### src/rtl/wb_gpio_multi_pkg.sv
// Shared register map and helpers for the multi-port Wishbone GPIO slave.
package wb_gpio_multi_pkg;

  // Register select values (word offset within a port block)
  localparam logic [2:0] REG_OUT    = 3'd0;
  localparam logic [2:0] REG_OE     = 3'd1;
  localparam logic [2:0] REG_IN     = 3'd2;
  localparam logic [2:0] REG_RISE   = 3'd3;
  localparam logic [2:0] REG_FALL   = 3'd4;
  localparam logic [2:0] REG_STATUS = 3'd5;
  localparam logic [2:0] REG_SET    = 3'd6;
  localparam logic [2:0] REG_CLR    = 3'd7;

  // Byte distance between consecutive port register blocks
  localparam logic [31:0] PORT_STRIDE = 32'h20;
  localparam int          PORT_SHIFT  = $clog2(PORT_STRIDE);

  // Bus FSM states
  localparam logic ST_IDLE = 1'b0;
  localparam logic ST_RESP = 1'b1;

  // Expand Wishbone byte selects into a 32-bit bit mask
  function automatic logic [31:0] byte_mask(input logic [3:0] sel);
    return {{8{sel[3]}}, {8{sel[2]}}, {8{sel[1]}}, {8{sel[0]}}};
  endfunction

endpackage

### src/rtl/gpio_edge_detect.sv
// Input synchroniser plus rise/fall detection for one GPIO port.
// Edges are only reported once the top-level priming counter has expired,
// so pads that are already high when reset releases do not look like edges.
module gpio_edge_detect #(
  parameter int WIDTH       = 32,
  parameter int SYNC_STAGES = 2
) (
  input  logic             clk,
  input  logic             rst_n,
  input  logic [WIDTH-1:0] din,
  input  logic             prime,
  output logic [WIDTH-1:0] sync_val,
  output logic [WIDTH-1:0] rise,
  output logic [WIDTH-1:0] fall
);

  logic [WIDTH-1:0] sync_reg [SYNC_STAGES];
  logic [WIDTH-1:0] prev_reg;

  // Shift pads through the synchroniser chain and keep one cycle of history
  always_ff @(posedge clk or negedge rst_n) begin
    if (!rst_n) begin
      for (int i = 0; i < SYNC_STAGES; i++) sync_reg[i] <= '0;
      prev_reg <= '0;
    end else begin
      sync_reg[0] <= din;
      for (int i = 1; i < SYNC_STAGES; i++) sync_reg[i] <= sync_reg[i-1];
      prev_reg <= sync_reg[SYNC_STAGES-1];
    end
  end

  assign sync_val = sync_reg[SYNC_STAGES-1];
  assign rise     = prime ? (sync_val & ~prev_reg) : '0;
  assign fall     = prime ? (~sync_val & prev_reg) : '0;

endmodule

### src/rtl/wb_gpio_multi.sv
// Wishbone B4 classic slave with NPORTS 32-bit GPIO ports, atomic set/clear,
// edge interrupts and error termination for unmapped accesses.
module wb_gpio_multi
  import wb_gpio_multi_pkg::*;
#(
  parameter int          NPORTS      = 2,
  parameter logic [31:0] BASE_ADDR   = 32'h1001_0000,
  parameter logic [31:0] ADDR_MASK   = 32'hFFFF_F000,
  parameter int          SYNC_STAGES = 2
) (
  input  logic                wb_clk_i,
  input  logic                wb_rst_n_i,
  input  logic                wb_cyc_i,
  input  logic                wb_stb_i,
  input  logic                wb_we_i,
  input  logic [31:0]         wb_adr_i,
  input  logic [31:0]         wb_dat_i,
  input  logic [3:0]          wb_sel_i,
  output logic [31:0]         wb_dat_o,
  output logic                wb_ack_o,
  output logic                wb_err_o,
  output logic [NPORTS*32-1:0] gpio_o,
  output logic [NPORTS*32-1:0] gpio_oe_o,
  input  logic [NPORTS*32-1:0] gpio_i,
  output logic                irq_o
);

  localparam int PRIME_CYCLES = SYNC_STAGES + 1;
  localparam int CNT_W        = $clog2(PRIME_CYCLES + 1);

  logic             state_reg;
  logic             ack_reg, err_reg, irq_reg;
  logic [31:0]      dat_reg;
  logic [CNT_W-1:0] prime_cnt_reg;
  logic             prime;

  logic [2:0]  port_idx;
  logic [2:0]  reg_sel;
  logic        req, hit, wr_en;
  logic [31:0] wmask, wr_data, rd_data;
  logic [31:0] port_rd [NPORTS];
  logic [NPORTS-1:0] port_irq;

  // Being in RESP is equivalent to ack|err being high, so this is the
  // classic "cyc & stb & !ack & !err" request qualifier.
  assign req      = wb_cyc_i & wb_stb_i & (state_reg == ST_IDLE);
  assign port_idx = wb_adr_i[PORT_SHIFT +: 3];
  assign reg_sel  = wb_adr_i[4:2];
  assign hit      = ((wb_adr_i & ADDR_MASK) == BASE_ADDR) && ({1'b0, port_idx} < 4'(NPORTS));
  assign wr_en    = req & wb_we_i & hit;
  assign wmask    = byte_mask(wb_sel_i);
  assign wr_data  = wb_dat_i & wmask;
  assign prime    = (prime_cnt_reg == CNT_W'(PRIME_CYCLES));

  // Saturating counter that holds off edge detection until the chains are filled
  always_ff @(posedge wb_clk_i or negedge wb_rst_n_i) begin
    if (!wb_rst_n_i)  prime_cnt_reg <= '0;
    else if (!prime)  prime_cnt_reg <= prime_cnt_reg + 1'b1;
  end

  for (genvar gi = 0; gi < NPORTS; gi++) begin : g_port
    logic [31:0] out_reg, oe_reg, rise_en_reg, fall_en_reg, status_reg;
    logic [31:0] sync_val, rise, fall, w1c;
    logic        port_wr;

    assign port_wr = wr_en && (port_idx == 3'(gi));
    assign w1c     = (port_wr && reg_sel == REG_STATUS) ? wr_data : '0;

    gpio_edge_detect #(
      .WIDTH      (32),
      .SYNC_STAGES(SYNC_STAGES)
    ) u_edge (
      .clk     (wb_clk_i),
      .rst_n   (wb_rst_n_i),
      .din     (gpio_i[gi*32 +: 32]),
      .prime   (prime),
      .sync_val(sync_val),
      .rise    (rise),
      .fall    (fall)
    );

    // Byte-masked writes to the configuration and output registers
    always_ff @(posedge wb_clk_i or negedge wb_rst_n_i) begin
      if (!wb_rst_n_i) begin
        out_reg     <= '0;
        oe_reg      <= '0;
        rise_en_reg <= '0;
        fall_en_reg <= '0;
      end else if (port_wr) begin
        case (reg_sel)
          REG_OUT:  out_reg     <= (out_reg & ~wmask) | wr_data;
          REG_OE:   oe_reg      <= (oe_reg & ~wmask) | wr_data;
          REG_RISE: rise_en_reg <= (rise_en_reg & ~wmask) | wr_data;
          REG_FALL: fall_en_reg <= (fall_en_reg & ~wmask) | wr_data;
          REG_SET:  out_reg     <= out_reg | wr_data;
          REG_CLR:  out_reg     <= out_reg & ~wr_data;
          default:  ;
        endcase
      end
    end

    // Sticky edge status; a same-cycle event beats the write-1-to-clear
    always_ff @(posedge wb_clk_i or negedge wb_rst_n_i) begin
      if (!wb_rst_n_i) status_reg <= '0;
      else             status_reg <= (status_reg & ~w1c) | (rise & rise_en_reg) | (fall & fall_en_reg);
    end

    // Per-port read view
    always_comb begin
      port_rd[gi] = '0;
      case (reg_sel)
        REG_OUT:    port_rd[gi] = out_reg;
        REG_OE:     port_rd[gi] = oe_reg;
        REG_IN:     port_rd[gi] = sync_val;
        REG_RISE:   port_rd[gi] = rise_en_reg;
        REG_FALL:   port_rd[gi] = fall_en_reg;
        REG_STATUS: port_rd[gi] = status_reg;
        default:    port_rd[gi] = '0;
      endcase
    end

    assign gpio_o[gi*32 +: 32]    = out_reg;
    assign gpio_oe_o[gi*32 +: 32] = oe_reg;
    assign port_irq[gi]           = |status_reg;
  end

  // Select the addressed port's read view
  always_comb begin
    rd_data = '0;
    for (int i = 0; i < NPORTS; i++) begin
      if (port_idx == 3'(i)) rd_data = port_rd[i];
    end
  end

  // Bus FSM: IDLE takes a request, RESP drives one ack/err cycle
  always_ff @(posedge wb_clk_i or negedge wb_rst_n_i) begin
    if (!wb_rst_n_i) begin
      state_reg <= ST_IDLE;
      ack_reg   <= 1'b0;
      err_reg   <= 1'b0;
      dat_reg   <= '0;
    end else begin
      case (state_reg)
        ST_IDLE: begin
          if (req) begin
            state_reg <= ST_RESP;
            ack_reg   <= hit;
            err_reg   <= ~hit;
            dat_reg   <= (hit && !wb_we_i) ? rd_data : '0;
          end else begin
            ack_reg <= 1'b0;
            err_reg <= 1'b0;
            dat_reg <= '0;
          end
        end
        default: begin
          state_reg <= ST_IDLE;
          ack_reg   <= 1'b0;
          err_reg   <= 1'b0;
          dat_reg   <= '0;
        end
      endcase
    end
  end

  // Registered level interrupt from any pending status bit
  always_ff @(posedge wb_clk_i or negedge wb_rst_n_i) begin
    if (!wb_rst_n_i) irq_reg <= 1'b0;
    else             irq_reg <= |port_irq;
  end

  assign wb_ack_o = ack_reg;
  assign wb_err_o = err_reg;
  assign wb_dat_o = dat_reg;
  assign irq_o    = irq_reg;

endmodule

### config.mk
export PLATFORM = sky130hd
export DESIGN_NAME = wb_gpio_multi
export DESIGN_NICKNAME = d
export VERILOG_FILES = /design/src/rtl/wb_gpio_multi_pkg.sv /design/src/rtl/gpio_edge_detect.sv /design/src/rtl/wb_gpio_multi.sv
export SDC_FILE = /design/constraint.sdc
export NUM_CORES = 1
export LEC_CHECK = 0
export CORE_ASPECT_RATIO = 0.9
export CORE_MARGIN = 3
export CORE_UTILIZATION = 41
export DETAILED_ROUTE_END_ITERATION = 10
export PLACE_DENSITY = 0.67
export SLEW_MARGIN = 10
export SYNTH_ARGS = -nofsm -noshare
export SYNTH_HDL_FRONTEND = slang
export SYNTH_SLANG_ARGS = --single-unit
export TNS_END_PERCENT = 5
### constraint.sdc
create_clock -name wb_clk_i -period 2.2 [get_ports wb_clk_i]
set_input_delay 0.44 -clock wb_clk_i [delete_from_list [all_inputs] [get_ports wb_clk_i]]
set_output_delay 0.44 -clock wb_clk_i [all_outputs]
set_load 0.02 [all_outputs]
; Word level (Yosys, flattened, before mapping)
; Index checks and enable logic that the tools add are counted.
[word_totals]
register_bits = 550
input_bits = 137
output_inout_bits = 163
[op_classes]
n_addsub = 1
order_cmp = 1
n_eq_ne = 10
mux = 21
n_bitwise = 49
reduce_logical = 19
[op_table]
columns = op, n
row1 = $and A32 B32 Y32, 21
row2 = $or A32 B32 Y32, 14
row3 = $pmux W32 S6, 2
row4 = $mux W32, 11
row5 = $not A32 Y32, 8
row6 = $pmux W32 S3, 2
row7 = $reduce_or A64 Y1, 1
row8 = $eq A20 B17 Y1 const B, 1
row9 = $reduce_and A2 Y1, 8
row10 = $eq A3 B3 Y1 const B, 4
row11 = $eq A3 B1 Y1 const B, 2
row12 = $eq A3 B2 Y1 const B, 2
row13 = $logic_and A1 B1 Y1, 6
row14 = $logic_not A3 Y1, 2
row15 = $mux W1, 6
row16 = $and A1 B1 Y1, 4
row17 = $lt A3 B2 Y1 const B, 1
row18 = $reduce_bool A3 Y1, 1
row19 = $add A2 B1 Y2 const B, 1
row20 = $eq A2 B2 Y1 const B, 1
row21 = $not A1 Y1, 2
row22 = $logic_not A1 Y1, 1

; Logic depth before layout (Yosys ltp)
[logic_depth]
ltp_word = 11
ltp_mapped = 9

; Cells and area by module
; A second synthesis with hierarchy kept.
[hier_totals]
hier_cells = 1964
hier_area_um2 = 24415.9
[by_module_without_submodules]
columns = mod, instances, cells_each, area_each_um2, seq_area_each_um2
row1 = wb_gpio_multi, 1, 1566, 17797.1, 8958.6
row2 = gpio_edge_detect, 2, 199, 3309.4, 2402.3

; Worst setup path before layout
; OpenSTA, ideal clock, no wires.
[synth_timing]
kind = input to register
startpoint = input port wb_adr_i[4]
endpoint = register with a tool-made name
arrival_ns = 2.302
setup_slack_ns = -0.227
stages = 7
path_buffers = 3
path_cell_list = clkbuf_1 > or2_1 > buf_2 > or4_1 > buf_4 > nor3_4 > mux2_2
[synth_lines]
columns = item, line
row1 = from (decl), wb_gpio_multi.sv:16  ; input logic [31:0] wb_adr_i,

==> run summary <==
Before antenna repair, the detailed router went through 5 iterations. In the routed design, unresolved DRC markers number 0. Row generation in the floorplan step produced 82 rows. With fillers left out, the area of the finished cells amounts to 30700 um2. The number of cells on the worst reg-to-reg path is 5. The clock tree synthesis step divided the H-tree into 2 levels. After technology mapping, the gate count stands at 1963. The area of the mapped netlist was 23300 um2. 300 I/O pins were placed. The most used flip-flop cell after synthesis is sky130_fd_sc_hd__dfrtp_1. For this design the static power due to leakage is 13.0 nW. For hold timing, the worst endpoint is g_port[1].u_edge.sync_reg[36].

During placement, the flow inserted port buffers numbering 293. The insertion delay to the later sink of the worst-skew pair was 0.61 ns. The startpoint identified for the worst hold timing path is gpio_i[36].

After clock tree synthesis, the clock-pin slew on the worst setup and hold paths is 0.06 ns. When the netlist entered floorplanning its net count stood at 2101. In this run, synthesis produced a sequential element count of 550. Counting distinct cell types in the post-synthesis netlist gives 53. The floorplan step set the die height to 232 um.

For this block, the via count after detailed routing is 18400. At the end of the flow, the number of nets in the layout was 2484. The maximum count of clock buffers along a single path was 3; the number of maximum-capacitance constraint violations was 0.

STA classifies the critical path endpoint as a flop. Measured against its own limit, the worst slew margin works out to 49.6%. Counting instances in the post-synthesis netlist gives the leading cell types as 550 x sky130_fd_sc_hd__dfrtp_1, 247 x sky130_fd_sc_hd__o21ai_0, 237 x sky130_fd_sc_hd__nand2_1. Summed over its instances, the top area cell type makes up 59.0% of the synthesized netlist area. Once layout is complete, the utilization of the core stands at 54.7%.

By startpoint and endpoint, the worst setup path is classified as in -> reg. Library cell occupying the most area in the post-synthesis netlist: sky130_fd_sc_hd__dfrtp_1. The total of endpoints with negative setup slack in the final report is 58, and the number of warnings reported in the yosys synthesis log is 0. The worst setup margin was -0.0639 ns; the top fanout value on the critical path was 8. The detail-routed net length per standard cell works out to 25.2 um.

The post-placement cell count was 3042; the total global-route track usage was 26.2%. Setup slack after placement: -0.821 ns. In this run the worst hold path is classified as in -> reg.

Summed over all layers, the global routing overflow is 0. The run gives 54900 um as the half-perimeter wire length after placement. At the pin with the least slew margin, the transition time is 0.756 ns. The total cell area at the placement stage came out at 28400 um2. The startpoint identified for the worst register-to-register timing path is state_reg. For the core outline area, the log shows 56000 um2.

Post-route non-filler standard cell count: 3149. Once the floorplan was initialized, standard cells occupied 41.6% of the core. Dividing total power by cell area gives a power density of 711 nW/um2. Initial antenna violation count: 7.

The number of nets still failing antenna checks after routing is 0. The run gives 59.0% as the sequential element share of the synthesized area. The checks that failed: negative setup slack.

The area added between synthesis and finish was 31.5%. TritonCTS built the clock tree. The mean area per synthesized cell works out to 11.9 um2. The tools report the count of final hold-check violations as 0.

The master cell of the clock root buffer was sky130_fd_sc_hd__clkbuf_16. The share of flip-flops with an asynchronous set or reset was 100%; the reg-to-reg setup timing slack was -0.06 ns. The minimum clock period after layout was 2.26 ns. For this block, the routed nets add up to 79500 um of wire. Data on the critical path arrives at its endpoint at 2.75 ns. The number of cells on the worst hold path was 1. Entering global routing, the biggest net connects 75 pins. At the end of routability-driven placement, the weighted congestion stood at 0.889.

Sorting the synthesized cells by area gives the leading types as sky130_fd_sc_hd__dfrtp_1 59%, sky130_fd_sc_hd__mux2_2 10%, sky130_fd_sc_hd__o21ai_0 5.3%. For the worst setup path, the data required time is 2.69 ns. Setup repair after global routing could not meet its margin everywhere. The run gives 1795 as the number of DRC markers in iteration 0.

Timing would allow up to 442 MHz. The first global-routing pass estimated 119000 um of wire. Clock skew on the completed layout was measured at 0.0229 ns. The tools report the die area as 59800 um2. The master of the slowest instance on the critical path is sky130_fd_sc_hd__or4_4. The run finished, with violations left.

The setup total negative slack is -1.12 ns. The fraction of the cycle the final worst path needs came out at 103%. The share of layout cells above drive strength 1 is 21.0%, and the via density per instance is 5.86.

The signal on the critical path passes through clkdlybuf4s50_1 > nor4_4 > nand2_2 > or4_4 > nor3_4 > buf_12 > mux2_2. The TritonCTS buffer count came out at 57. The clock net in this run drives a total of 550 sinks. The tools report the number of global-route vias before repair as 18700. The post-route total power was 21.8 mW. In the post-synthesis netlist, the cell with the most instances is sky130_fd_sc_hd__dfrtp_1.

Hold is met by 0.262 ns. The max-slew violation total from the final report is 0, and the delay of the slowest cell on the worst path is 0.62 ns. Type of origin of the critical path: a primary input.

The die is 257 um wide. The peak ir drop on the vdd network was 616 uV. The number of flops mapped to enable cells by yosys works out to 0.
==> layer usage <==
layer,vias to the layer above,GRT usage [%],wire (um)
met5,-,0,66
met4,10,9.72,2970
met3,208,6.93,7640
met2,934,40.8,36000
met1,9338,35.4,32800
li1,7954,-,-
==> worst max path at each step <==
| stage | start | endpoint | slack (ns) |
|---|---|---|---|
| 2_1_floorplan | wb_adr_i[4] | flop | -0.12 |
| 3_3_place_gp | wb_adr_i[18] | g_port[1].status_reg[1] | -0.76 |
| 3_5_place_dp | wb_adr_i[18] | g_port[1].status_reg[24] | -0.82 |
| 4_1_cts | wb_adr_i[18] | g_port[1].status_reg[19] | -0.06 |
| 5_1_grt | wb_adr_i[21] | flop | -0.11 |
| 6_report | wb_adr_i[21] | flop | -0.06 |
==> layout make-up <==
cell class	instances	area, um2
sequential	550	13800
multi-input combinational	1294	9420
clock inverter	18	234
fill	4697	25300
antenna	3	7.51
inverter	7	26.3
timing repair buffer	436	4570
clock buffer	85	1700
tap	756	946
==> worst max-delay path, delay by kind of cell <==
kind / cells / cell delay [ns]
buf+inv: 2 / 0.64
mux: 1 / 0.34
simple gates: 4 / 1.31
==> where the power goes <==
group          total [mW]  switching, mW  internal [mW]
clock network        9.94           4.04           5.91
registers            10.4          0.130           10.3
logic                1.43          0.859          0.567
==> logic make-up after synthesis <==
kind of cell               after synthesis  share of synthesized area, %
DFF                                    550                          59.0
and+or+nand+nor                        476                          10.7
AOI/OAI and AO/OA                      473                          12.2
muxes                                  343                          16.0
buffers and inverters                  119                          2.01
xor gates and xnor gates                 1                        0.0375
adders and majority gates                1                        0.0536
==> placed cells by master, fill, tap and decap left out, types with 32 or more instances in the layout <==
master	instances
sky130_fd_sc_hd__a21oi_1	32
sky130_fd_sc_hd__buf_12	40
sky130_fd_sc_hd__buf_4	89
sky130_fd_sc_hd__clkbuf_16	58
sky130_fd_sc_hd__clkdlybuf4s50_1	277
sky130_fd_sc_hd__dfrtp_1	550
sky130_fd_sc_hd__mux2_2	166
sky130_fd_sc_hd__mux2_4	52
sky130_fd_sc_hd__mux2i_1	123
sky130_fd_sc_hd__nand2_1	236
sky130_fd_sc_hd__nand3b_1	69
sky130_fd_sc_hd__nor2_1	50
sky130_fd_sc_hd__o211ai_1	32
sky130_fd_sc_hd__o21ai_0	236
sky130_fd_sc_hd__o22ai_1	40
sky130_fd_sc_hd__o31ai_1	64
==> what timing repair did <==
item	in CTS	in global routing
hold buffers	1	0
pin swaps	2	2
setup buffers	0	0
resized for setup	30	60
endpoints found under the setup margin	145	287
endpoints found under the hold margin	30	0
(Power assumes the default switching activity.)
